**src/rtl/button_event_gen.sv**
```systemverilog
// button_event_gen: conditions the front-panel power and reset push-buttons.
// Each raw pin is synchronised, debounced and classified into press/release
// events that are stretched onto Interrupt[3:0]:
//   [0] reset press, [1] reset release, [2] power press, [3] power release.
// Debounced levels are exported on PwrBtnState/RstBtnState.
// Optional feature macro: BTN_LONG_PRESS_EN enables the long-press ForceOffN
// request; when undefined ForceOffN is tied high.
module button_event_gen #(
   parameter int unsigned DEBOUNCE_CNT   = 655,
   parameter int unsigned PULSE_LEN      = 4,
   parameter int unsigned LONG_PRESS_CNT = 131072
) (
   input  logic       CLK32768,
   input  logic       ResetN,
   input  logic       PwrBtnN,
   input  logic       RstBtnN,
   output logic [3:0] Interrupt,
   output logic       PwrBtnState,
   output logic       RstBtnState,
   output logic       ForceOffN
);

   localparam int unsigned DW      = $clog2(DEBOUNCE_CNT + 1);
   localparam int unsigned SW      = $clog2(PULSE_LEN + 1);
   localparam int unsigned BTN_RST = 0;
   localparam int unsigned BTN_PWR = 1;

   // ARM needs DEBOUNCE_CNT released samples; the debounce states count the
   // sample that caused entry, so they finish one count earlier.
   localparam logic [DW-1:0] CNT_ARM_DONE = DW'(DEBOUNCE_CNT - 1);
   localparam logic [DW-1:0] CNT_DB_DONE  = DW'(DEBOUNCE_CNT - 2);
   localparam logic [SW-1:0] PULSE_INIT   = SW'(PULSE_LEN);

   // A stretch must end before the same event can fire again.
   if (DEBOUNCE_CNT <= PULSE_LEN) begin : g_bad_debounce
      $error("button_event_gen: DEBOUNCE_CNT must be greater than PULSE_LEN");
   end
   if (PULSE_LEN < 1 || PULSE_LEN > 15) begin : g_bad_pulse
      $error("button_event_gen: PULSE_LEN must be 1 to 15");
   end
   if (LONG_PRESS_CNT < 1) begin : g_bad_long
      $error("button_event_gen: LONG_PRESS_CNT must be at least 1");
   end

   typedef enum logic [2:0] {
      ST_ARM,
      ST_IDLE,
      ST_PRESS_DB,
      ST_PRESSED,
      ST_REL_DB
   } btn_st_e;

   // Index 0 = reset button, index 1 = power button throughout.
   logic [1:0]    sync1_q, sync1_d;
   logic [1:0]    sync2_q, sync2_d;
   logic [1:0]    pressed;
   btn_st_e       st_q   [2];
   btn_st_e       st_d   [2];
   logic [DW-1:0] cnt_q  [2];
   logic [DW-1:0] cnt_d  [2];
   logic [1:0]    state_q, state_d;
   logic [3:0]    ev_q, ev_d;
   logic [SW-1:0] str_q  [4];
   logic [SW-1:0] str_d  [4];
   logic [3:0]    int_q, int_d;

   assign pressed = ~sync2_q;

   // Two-flop synchronisers for the asynchronous button pins.
   always_comb begin
      sync1_d = {PwrBtnN, RstBtnN};
      sync2_d = sync1_q;
   end

   // Per-button debounce FSM: next state, counter, level and event strobes.
   always_comb begin
      // NOTE: every variable gets a default first so no latch is inferred.
      ev_d = '0;
      for (int b = 0; b < 2; b++) begin
         st_d[b]    = st_q[b];
         cnt_d[b]   = cnt_q[b];
         state_d[b] = state_q[b];
         case (st_q[b])
            ST_ARM: begin
               if (pressed[b]) begin
                  cnt_d[b] = '0;
               end else if (cnt_q[b] == CNT_ARM_DONE) begin
                  st_d[b]  = ST_IDLE;
                  cnt_d[b] = '0;
               end else begin
                  cnt_d[b] = cnt_q[b] + DW'(1);
               end
            end
            ST_IDLE: begin
               state_d[b] = 1'b0;
               if (pressed[b]) begin
                  cnt_d[b] = '0;
                  st_d[b]  = ST_PRESS_DB;
               end
            end
            ST_PRESS_DB: begin
               if (!pressed[b]) begin
                  st_d[b] = ST_IDLE;
               end else if (cnt_q[b] == CNT_DB_DONE) begin
                  st_d[b]     = ST_PRESSED;
                  state_d[b]  = 1'b1;
                  ev_d[2*b]   = 1'b1;
               end else begin
                  cnt_d[b] = cnt_q[b] + DW'(1);
               end
            end
            ST_PRESSED: begin
               if (!pressed[b]) begin
                  cnt_d[b] = '0;
                  st_d[b]  = ST_REL_DB;
               end
            end
            ST_REL_DB: begin
               if (pressed[b]) begin
                  st_d[b] = ST_PRESSED;
               end else if (cnt_q[b] == CNT_DB_DONE) begin
                  st_d[b]       = ST_IDLE;
                  state_d[b]    = 1'b0;
                  ev_d[2*b + 1] = 1'b1;
               end else begin
                  cnt_d[b] = cnt_q[b] + DW'(1);
               end
            end
            default: begin
               st_d[b]  = ST_ARM;
               cnt_d[b] = '0;
            end
         endcase
      end
   end

   // Event stretchers: a registered event loads a down-counter that holds
   // its Interrupt bit high for exactly PULSE_LEN cycles.
   always_comb begin
      for (int i = 0; i < 4; i++) begin
         if (ev_q[i]) begin
            str_d[i] = PULSE_INIT;
         end else if (str_q[i] != '0) begin
            str_d[i] = str_q[i] - SW'(1);
         end else begin
            str_d[i] = str_q[i];
         end
         int_d[i] = (str_d[i] != '0);
      end
   end

   // State registers with synchronous active-low reset.
   always_ff @(posedge CLK32768) begin
      // NOTE: non-blocking assignments so every flop samples pre-edge values.
      if (!ResetN) begin
         sync1_q <= 2'b11;
         sync2_q <= 2'b11;
         state_q <= '0;
         ev_q    <= '0;
         int_q   <= '0;
         for (int b = 0; b < 2; b++) begin
            st_q[b]  <= ST_ARM;
            cnt_q[b] <= '0;
         end
         for (int i = 0; i < 4; i++) begin
            str_q[i] <= '0;
         end
      end else begin
         sync1_q <= sync1_d;
         sync2_q <= sync2_d;
         state_q <= state_d;
         ev_q    <= ev_d;
         int_q   <= int_d;
         for (int b = 0; b < 2; b++) begin
            st_q[b]  <= st_d[b];
            cnt_q[b] <= cnt_d[b];
         end
         for (int i = 0; i < 4; i++) begin
            str_q[i] <= str_d[i];
         end
      end
   end

   assign Interrupt   = int_q;
   assign RstBtnState = state_q[BTN_RST];
   assign PwrBtnState = state_q[BTN_PWR];

`ifdef BTN_LONG_PRESS_EN
   localparam int unsigned   LW     = $clog2(LONG_PRESS_CNT + 1);
   localparam logic [LW-1:0] LP_MAX = LW'(LONG_PRESS_CNT);

   logic [LW-1:0] lp_q, lp_d;
   logic          force_off_n_q, force_off_n_d;

   // Long-press timer: saturating count while the power button is held;
   // the request drops at the limit and clears once the FSM is back in IDLE.
   always_comb begin
      lp_d          = '0;
      force_off_n_d = force_off_n_q;
      if (st_q[BTN_PWR] == ST_PRESSED || st_q[BTN_PWR] == ST_REL_DB) begin
         lp_d = (lp_q == LP_MAX) ? lp_q : lp_q + LW'(1);
      end
      if (st_q[BTN_PWR] == ST_IDLE) begin
         force_off_n_d = 1'b1;
      end else if (lp_d == LP_MAX) begin
         force_off_n_d = 1'b0;
      end
   end

   // Long-press registers.
   always_ff @(posedge CLK32768) begin
      if (!ResetN) begin
         lp_q          <= '0;
         force_off_n_q <= 1'b1;
      end else begin
         lp_q          <= lp_d;
         force_off_n_q <= force_off_n_d;
      end
   end

   assign ForceOffN = force_off_n_q;
`else
   assign ForceOffN = 1'b1;
`endif

endmodule

```
**config.mk**
```make
export PLATFORM = sky130hd
export DESIGN_NAME = button_event_gen
export DESIGN_NICKNAME = d
export VERILOG_FILES = /design/src/rtl/button_event_gen.sv
export SDC_FILE = /design/constraint.sdc
export NUM_CORES = 1
export LEC_CHECK = 0
export ABC_CLOCK_PERIOD_IN_PS = 5000
export CORE_MARGIN = 2
export CORE_UTILIZATION = 35
export CTS_CLUSTER_DIAMETER = 80
export DETAILED_ROUTE_END_ITERATION = 12
export HOLD_SLACK_MARGIN = 0.05
export MAX_ROUTING_LAYER = met4
export REMOVE_ABC_BUFFERS = 1
export SKIP_LAST_GASP = 1
export SLEW_MARGIN = 20
export SYNTH_ARGS = -nofsm -noshare
export SYNTH_HDL_FRONTEND = slang
export SYNTH_SLANG_ARGS = --single-unit
```
**constraint.sdc**
```tcl
create_clock -name CLK32768 -period 5 [get_ports CLK32768]
set_clock_uncertainty 0.15 [all_clocks]
set_input_delay 0.5 -clock CLK32768 [delete_from_list [all_inputs] [get_ports CLK32768]]
set_output_delay 0.5 -clock CLK32768 [all_outputs]
set_load 0.01 [all_outputs]
```
# After elaboration in Yosys (flattened, before gate mapping)
# Memories as Yosys holds them, arrays and structs flattened.
# Cells that the tools add are included.
# totals
inputBits,4
elab_cells,132
memories,3
output_inout_bits,7
ff_bits,14
ramBits,38
# op_classes
n_addsub,6
reduce_logical,18
bitwise,12
n_eq_ne,20
n_mux,64
# memory_table
memory,depth,width,read_ports,rd_clocked_by_memory_dff,wr,line,source
cnt_q,2,10,2,0,2,59,logic [DW-1:0] cnt_q [2];
str_q,4,3,4,0,4,63,logic [SW-1:0] str_q [4];
st_q,2,3,2,0,2,57,btn_st_e st_q [2];
# op_table
cell,n
10-bit two-way mux,16
10-bit one-hot mux with 5 select lines,2
3-bit two-way mux,30
10-bit equality test (second input constant),4
3-bit one-hot mux with 5 select lines,2
3-bit nonzero test,10
10-bit by 1-bit adder with 10-bit output (second input constant),2
2-bit != test (second input constant),8
3-bit by 2-bit equality test with 1-bit output (second input constant),4
1-bit two-way mux,12
3-bit by 1-bit subtractor with 3-bit output (second input constant),4
5-bit AND reduction,2
1-bit OR,8
3-bit by 1-bit equality test with 1-bit output (second input constant),2
3-bit equality test (second input constant),2
3-bit zero test,2
1-bit one-hot mux with 3 select lines,2
3-bit AND reduction,2
3-bit OR reduction,2
1-bit inverter,3
2-bit inverter,1

# Longest topological paths before layout
# Gate-level depths: netlist (run 1).
# An unclocked memory read counts as a cell.
# logic_depth
word_depth,6
depth_mapped,7
depth_no_buf,7

# Worst setup path before layout (run 1)
# OpenSTA, ideal clock, no wires.
# synth_timing
kind,flip-flop to flip-flop
startpoint,mem st_q[0][0] (netlist bit)
endpoint,mem cnt_q[0][8] (netlist bit)
setup_ns,0.069
path_buffers,1
period_less_slack_ns,1.815
required_ns,4.781
path_stages_with_launch,7
path_slack_ns,3.185
arrival_time_ns,1.596
cell_sequence,dfxtp_1 buf_6 a211o_1 a32oi_4 o221ai_2 or4_1 o21ai_1
# synth_rtl
element,line
from (decl),57
to (decl),59

==> qor.yml, run 1 <==
layout:
  syn_to_final_growth_pct: 8.58
  fillers: 791
  layout_common_cells: "52 x dfxtp_1, 43 x nor2_1, 24 x inv_1, 18 x ha_1, 17 x nand2_1"
  drive_gt1_share_pct: 5.78
  nets: 350
  seq_area_mm2: 0.00104
  diodes: 0
  instances_no_fill: 431
  postLayoutCoreUtil_pct: 39.4
  layout_commonest_cell: "dfxtp_1"
  multi_input_area_mm2: 0.00159
logic_synthesis:
  synth_edf_count: 0
  synth_cell_types: 63
  avgSynthCellArea_um2: 8.62
  synth_cells: 325
  ys.warnings.count: 0
  async_reset_ff_share_pct: 0
  synth-seq-area-share_pct: 37.2
  synthesis.area_mm2: 0.00280
  synth-main-ff-cell: "dfxtp_1"
  synth_seq_cells: 52
pwr:
  peakVddDrop_mv: 0.139
  p_per_area_mw_per_mm2: 324
  leakage_nw: 1.18
route:
  wl_per_cell_um: 11.9
  drtIter0Drc: 154
  first_pass_iters: 4
  antenna_left: 0
  drt-vias-per-instance: 5.02
  wl_um: 5110
  num_vias: 2162
  post-route-drc-count: 0
floorplan:
  num_rows: 32
  die_w_um: 93.5
  die_y_um: 93.5
  core_area_mm2: 0.00773
  io_pins: 11
  dieArea_mm2: 0.00874
  start_util_pct: 36.3
clock_tree:
  clk_pin_slew_ns: 0.10
  cts_resized: 0
  root_buffer: "clkbuf_8"
  cts_inserted_buffers: 5
  clk_latency_ns: 0.31
  ctsLongestPathBuffers: 2
  post-cts-setup-buffer-count: 0
  cts-hold-fix-buffers: 0
  clock_sinks: 52
  cts_tree: "done"
  htreeDepth: 2
global_routing:
  grt_pass1_wl_um: 9020
  grt_max_degree: 25
  grt.total_usage_pct: 12.9
  antenna_found_initial: 0
  globalRouteOverflowTotal: 0
  grt_pass1_vias: 2002
placement:
  place_congestion: 0.844
  io_buffers: 9
  dp.cells: 423
  hpwl_um: 3600
sta:
  hold_ws_ns: 0.266
  setup_viol: 0
  hold_viol_final: 0
  fmax_mhz: 429
  worst_pin_slew_ns: 0.666
  min_period_ns: 2.33
  fin_crit_sh_pct: 46.6
  tns_ns: 0
  maxSlewHeadroom_pct: 55.6
  rsz0062_at_grt: "false"
  slew_violations: 0
status:
  run_status: "completed"
critical_path:
  crit_chain: "clkdlybuf4s50_1 -> buf_4 -> inv_1 -> a311oi_1 -> nand3_1 -> o311ai_0"
  cp.arrival_ns: 2.38
  critPathKind: "in2reg"
  worst-path-max-fanout: 24
  crit_path_end_kind: "flip-flop"
  worst-path-buf-inv: 3
  cpPeakStageDelay_ns: 0.54
  start_kind: "primary input"
  critical_path.top_delay_family: "buffers and inverters"
  cp_slowest_cell: "a311oi_1"
  crit_required_ns: 5.05
hold_path:
  worstHoldPathType: "reg2reg"
job:
  cap_violations: 0
[path summary, 6_finish.rpt]
check / startpoint / endpoint / slack, ns / cells after the start
worst max-delay path: ResetN / cnt_q[0][17] / 2.67 / 6
worst min-delay path: sync1_q[0] / sync2_q[0] / 0.27 / 1
worst max register to register: cnt_q[0][15] / st_q[0][3] / 2.74 / 5
worst min register to register: sync1_q[0] / sync2_q[0] / 0.27 / 1
[where the power goes]
group | leakage, nW | internal [mW] | switching (mW)
registers | 0.424 | 0.460 | 0.0267
clock network | 0.0452 | 0.102 | 0.147
logic | 0.711 | 0.122 | 0.128
[flip-flops by register name, summed over array words and instances (netlist names)]
signal	flops
cnt_q	20
Interrupt	4
sync2_q	2
st_q	6
state_q	2
sync1_q	2
ev_q	4
str_q	12
[layer usage]
metal	global-route usage (%)	part of all wire, %	wire length, um
met1	17.2	54	2780
met5	-	0	0
met3	2.18	1.9	98
met4	4.04	1.4	74
met2	20.0	42	2160
[cell families after synthesis]
family,Yosys count,synth area share (%)
and+or+nand+nor,135,25.8
AOI/OAI and AO/OA,63,17.2
DFF,52,37.2
buffers and inverters,38,6.03
xor gates and xnor gates,18,5.63
adders and majority gates,18,8.04
other,1,0.134
[stage by stage]
stage / power (mW) / worst slack [ns] / area (um^2)
2_1_floorplan: 0.676 / 3.11 / 2720
3_3_place_gp: 0.745 / 2.40 / 2950
3_5_place_dp: 0.752 / 2.35 / 2950
4_1_cts: 1.00 / 2.67 / 3040
5_1_grt: 1.06 / 2.47 / 3040
6_report: 0.987 / 2.67 / 3040
[final cells by class]
| type | count | area share [%] |
|---|---|---|
| multi-input combinational | 235 | 52.3 |
| sequential | 52 | 34.2 |
| tap | 102 | 4.20 |
| timing repair buffer | 10 | 3.21 |
| inverter | 24 | 2.96 |
| clock buffer | 5 | 2.26 |
| clock inverter | 3 | 0.823 |
[synth_stat cells (2+ instances only)]
master,count,area share (%)
a21oi_1,13,2.3
a22oi_1,2,0.54
a31oi_1,2,0.45
a32oi_1,2,0.63
a41oi_1,2,0.63
and3_1,5,1.1
and4_1,2,0.63
and4b_1,2,0.71
buf_2,3,0.54
buf_6,2,0.80
clkbuf_1,6,0.80
dfxtp_1,52,37
ha_1,18,8.0
inv_1,24,3.2
nand2_1,17,2.3
nand2b_1,13,2.9
nand3_1,14,2.5
nand4_1,3,0.67
nor2_1,43,5.8
nor2b_1,5,1.1
nor3_1,10,1.8
nor3b_1,4,1.1
nor4b_1,2,0.63
o2111ai_1,3,0.94
o211ai_1,6,1.6
o21a_1,3,0.80
o21ai_0,6,1.1
o21ai_1,3,0.54
o22ai_1,2,0.45
o311ai_0,3,0.94
or3_1,3,0.67
or4_1,3,0.80
xnor2_1,3,0.94
xor2_1,15,4.7
(Power assumes the default switching activity.)
==> run 2, diff against run 1 <==
Settings changed: ABC_CLOCK_PERIOD_IN_PS 5000 to 2200.
Clock period 5 ns to 2.2 ns, I/O delays scaled along.
==> run 2 against run 1 <==
Effect of this change: final area grew 3.6%; power grew 140%; clock-buffer cell count is the same; die area is the same; highest routed layer unchanged; cell count grew 2.3%; register-to-register slack lost 2.6 ns; via count grew 3.3%; sequential power grew 130%; routed wire length grew 3.5%; critical path depth shrank 1; clock power grew to 2.7 times the previous value; core utilization grew 1.4 points.
==> qor.yml, run 2 (synthesized netlist as in run 1, its figures left out) <==
placement:
  pre_cts_ws_ns: 0.148
  io_buffers: 9
  place_congestion: 0.850
  hpwl_um: 3860
clock_tree:
  clock_sinks: 52
  clk_latency_ns: 0.31
  root_buffer: "clkbuf_8"
  ctsLongestPathBuffers: 2
  post-cts-setup-buffer-count: 0
  clk_pin_slew_ns: 0.10
  cts_inserted_buffers: 5
  htreeDepth: 2
  cts-hold-fix-buffers: 0
  cts_tree: "done"
floorplan:
  core_area_mm2: 0.00773
  io_pins: 11
  start_util_pct: 36.3
  die_w_um: 93.5
  num_rows: 32
  die_y_um: 93.5
  dieArea_mm2: 0.00874
layout:
  nets: 360
  largest_reg_flops: 20
  drive_gt1_share_pct: 10.0
  regMostFlops: "cnt_q"
  layout_common_cells: "49 x dfxtp_1, 42 x nor2_1, 24 x inv_1, 18 x ha_1, 17 x nand2_1"
  syn_to_final_growth_pct: 12.5
  top_regs: "cnt_q (20), str_q (12), st_q (6)"
  diodes: 0
  seq_area_mm2: 0.00104
  fillers: 786
  multi_input_area_mm2: 0.00160
  layout_commonest_cell: "dfxtp_1"
  postLayoutCoreUtil_pct: 40.8
pwr:
  p_per_area_mw_per_mm2: 749
  finalPower_mw: 2.36
  leakage_nw: 1.24
  peakVddDrop_mv: 0.344
global_routing:
  grt.total_usage_pct: 13.0
  grt_pass1_wl_um: 9060
  grt_max_degree: 24
  globalRouteOverflowTotal: 0
  antenna_found_initial: 0
  grt_pass1_vias: 2019
route:
  drt-vias-per-instance: 5.06
  first_pass_iters: 4
  num_vias: 2233
  post-route-drc-count: 0
  antenna_left: 0
  wl_per_cell_um: 12.0
  drtIter0Drc: 123
  wl_um: 5290
sta:
  rsz0062_at_grt: "false"
  setup_viol: 0
  hold_viol_final: 0
  tns_ns: 0
  fin_crit_sh_pct: 92.5
  finalWorstSetupSlack_ns: 0.166
  fmax_mhz: 492
  min_period_ns: 2.03
  slew_violations: 0
critical_path:
  worst-path-max-fanout: 12
  ff2ff_path_depth: 5
  crit_path_end_kind: "flip-flop"
  start_kind: "flip-flop"
  critPathKind: "reg2reg"
  cp.arrival_ns: 2.13
  crit_required_ns: 2.30
hold_path:
  worstHoldPathType: "reg2reg"
  hold_path_depth: 1
job:
  cap_violations: 0
status:
  run_status: "completed"
-- run 2: power by group --
group          total (mW)  switching, mW  internal [mW]
Combinational       0.591          0.301          0.289
Clock               0.670          0.327          0.343
Sequential           1.10         0.0529           1.05
-- run 2: layout make-up --
type                       count  area share [%]
sequential                    52            33.2
inverter                      24            2.86
timing repair buffer          20            5.48
tap                          102            4.05
clock buffer                   5            2.18
multi-input combinational    235            50.8
clock inverter                 3            1.47
-- run 2: critical path, stage by stage (launching register included) --
cell and delay (ns):
dfxtp_1 0.44, a211o_1 0.38, a32oi_4 0.28, o221ai_2 0.16
or4_1 0.48, o21ai_1 0.08
-- run 2: path summary, 6_finish.rpt --
path / startpoint / end / slack (ns)
setup / recovery: st_q[0][1] / cnt_q[0][8] / 0.17
hold / removal: sync1_q[0] / sync2_q[0] / 0.27
setup reg to reg: st_q[0][1] / cnt_q[0][8] / 0.17
hold reg to reg: sync1_q[0] / sync2_q[0] / 0.27
-- run 2: what timing repair did --
action / 4_1_cts / 5_1_grt
endpoints found under the hold margin: 0 / 0
endpoints found under the setup margin: 0 / 7
gates resized for setup: 0 / 5
-- run 2: layer usage --
metal	vias to the layer above	part of all wire, %	GRT usage, %
met2	26	45	20.0
met3	8	2.8	2.42
li1	1166	-	-
met5	-	0	-
met4	0	1.7	4.41
met1	1033	51	17.2
-- run 2: per-stage QoR --
step | area [um^2] | std cells | hold slack (ns)
global route | 3150 | 441 | 0.279
finish | 3150 | 441 | 0.267
CTS | 3140 | 441 | 0.270
global placement | 3020 | 433 | 0.238
detailed placement | 3020 | 433 | 0.246
floorplan | 2720 | 311 | 0.143
==> run 3, diff against run 2 <==
Settings changed: CORE_MARGIN 2 to unset.
==> run 3 against run 2 <==
Effect of this change: sequential share of layout area grew 0.28 points; critical path depth did not move; clock-buffer cell count is the same; largest power group unchanged; via count increased by 0.54%; first-iteration DRC count increased by 43%; die area fell by 4.2%; combinational power about the same; largest cell class unchanged; non-clock buffer count unchanged; register-to-register slack lost 0.05 ns; maximum frequency down 2.3%.
==> qor.yml, run 3 (synthesized netlist as in run 1, its figures left out) <==
clock_tree:
  root_buffer: "clkbuf_8"
  clk_latency_ns: 0.31
  ctsLongestPathBuffers: 2
  clk_pin_slew_ns: 0.10
  clock_sinks: 52
  cts-hold-fix-buffers: 0
  cts_inserted_buffers: 5
  htreeDepth: 2
  cts_tree: "done"
pwr:
  p_int_mw: 1.57
  peakVddDrop_mv: 0.272
  seqPwrFrac_pct: 48.7
  switching_power_uw: 695
  p_per_area_mw_per_mm2: 723
  pwr-share-comb_pct: 26.0
  p_sw_share_pct: 30.7
  leakage_nw: 1.23
  clkPwrFrac_pct: 25.3
layout:
  seq_area_mm2: 0.00105
  fillers: 779
  drive_gt1_share_pct: 10.3
  multi_input_area_mm2: 0.00160
  top_regs: "cnt_q (20), str_q (12), st_q (6)"
  diodes: 0
  syn_to_final_growth_pct: 11.8
  postLayoutCoreUtil_pct: 40.5
  instances_no_fill: 441
  layout_commonest_cell: "dfxtp_1"
  layout_common_cells: "47 x dfxtp_1, 43 x nor2_1, 24 x inv_1, 18 x ha_1, 17 x nand2_1"
  nets: 360
  largest_reg_flops: 20
  regMostFlops: "cnt_q"
placement:
  io_buffers: 9
  dp.cells: 433
  hpwl_um: 3770
  place_congestion: 0.794
global_routing:
  grt_pass1_vias: 2125
  grt_pass1_wl_um: 9610
  globalRouteOverflowTotal: 0
  antenna_found_initial: 0
  grt_max_degree: 24
  grt.total_usage_pct: 14.3
floorplan:
  die_w_um: 91.5
  core_area_mm2: 0.00773
  dieArea_mm2: 0.00837
  io_pins: 11
  die_y_um: 91.5
  start_util_pct: 36.3
  num_rows: 32
route:
  routed-wl-met2_um: 2410
  num_vias: 2245
  drtIter0Drc: 176
  post-route-drc-count: 0
  wl_met1_um: 2580
  wl_per_cell_um: 11.9
  highest_layer: "met4"
  drt-vias-per-instance: 5.09
  antenna_left: 0
  wl_met3_um: 181
  wl_um: 5230
  first_pass_iters: 5
critical_path:
  worst-path-buf-inv: 0
  critPathKind: "reg2reg"
  cp.depth: 5
  critical_path.top_delay_family: "simple AND/OR/NAND/NOR gates"
  cp-endpoint: "cnt_q[0][1]"
  crit_path_end_kind: "flip-flop"
  regToRegEndpoint: "cnt_q[0][1]"
  crit_required_ns: 2.25
  cp_slowest_cell: "dfxtp_1"
  crit_chain: "or3b_2 -> o221a_2 -> nor2_1 -> or3b_1 -> a21oi_1"
  cp.arrival_ns: 2.13
  ff2ff_path_depth: 5
  r2r_slack_ns: 0.12
  worst-path-max-fanout: 12
  reg2reg_from: "st_q[0][1]"
  critPathLaunch: "st_q[0][1]"
  start_kind: "flip-flop"
  cpPeakStageDelay_ns: 0.57
sta:
  min_period_ns: 2.08
  tns_ns: 0
  slew_violations: 0
  rsz0062_at_grt: "false"
  fin_crit_sh_pct: 94.6
  setup_viol: 0
  hold_viol_final: 0
  fmax_mhz: 480
status:
  run_status: "completed"
hold_path:
  worstHoldPathType: "reg2reg"
job:
  cap_violations: 0
==> run 3: timing repair <==
action,CTS,global route
buffers inserted,0,0
endpoints found under the setup margin,0,9
gates resized for setup,0,7
==> run 3: worst min-delay path by stage <==
stage	slack (ns)	endpoint	from	depth (start not counted)
global route	0.30	sync2_q[0]	sync1_q[0]	1
finish	0.27	sync2_q[0]	sync1_q[0]	1
CTS	0.28	sync2_q[0]	sync1_q[0]	1
floorplan	0.14	sync1_q[0]	ResetN	1
detailed placement	0.26	sync2_q[0]	sync1_q[0]	1
global placement	0.25	sync2_q[0]	sync1_q[0]	1
==> run 3: power by group through the flow <==
stage	clock (mW)	combinational, mW	sequential (mW)
after floorplan	0	0.402	1.13
final	0.572	0.589	1.10
after CTS	0.597	0.595	1.10
after detailed placement	0	0.590	1.13
after global routing	0.633	0.680	1.12
after global placement	0	0.579	1.12
==> run 3: final cells by class <==
type                            count  area share, %
Multi-Input combinational cell    235           51.0
Timing Repair Buffer               20           5.51
Tap cell                          102           4.08
Sequential cell                    52           33.4
Inverter                           24           2.88
Clock inverter                      3          0.879
Clock buffer                        5           2.20
==> run 3: stage by stage <==
step	instance area, um^2	hold slack [ns]	total power [mW]	setup slack [ns]
global placement	3020	0.249	1.70	0.170
floorplan	2720	0.143	1.54	0.308
global route	3130	0.303	2.43	0.00176
CTS	3120	0.278	2.30	0.131
finish	3130	0.270	2.26	0.118
detailed placement	3020	0.260	1.72	0.159
==> run 3: worst register-to-register path, stage by stage (launching register included) <==
cell and delay, ns:
dfxtp_1 0.57, or3b_2 0.48, o221a_2 0.20, nor2_1 0.34, or3b_1 0.17, a21oi_1 0.06
==> run 3: metal layers <==
metal,up-vias,track usage [%]
li1,1163,-
met5,-,-
met2,33,22.9
met3,7,2.51
met4,0,3.97
met1,1042,18.5
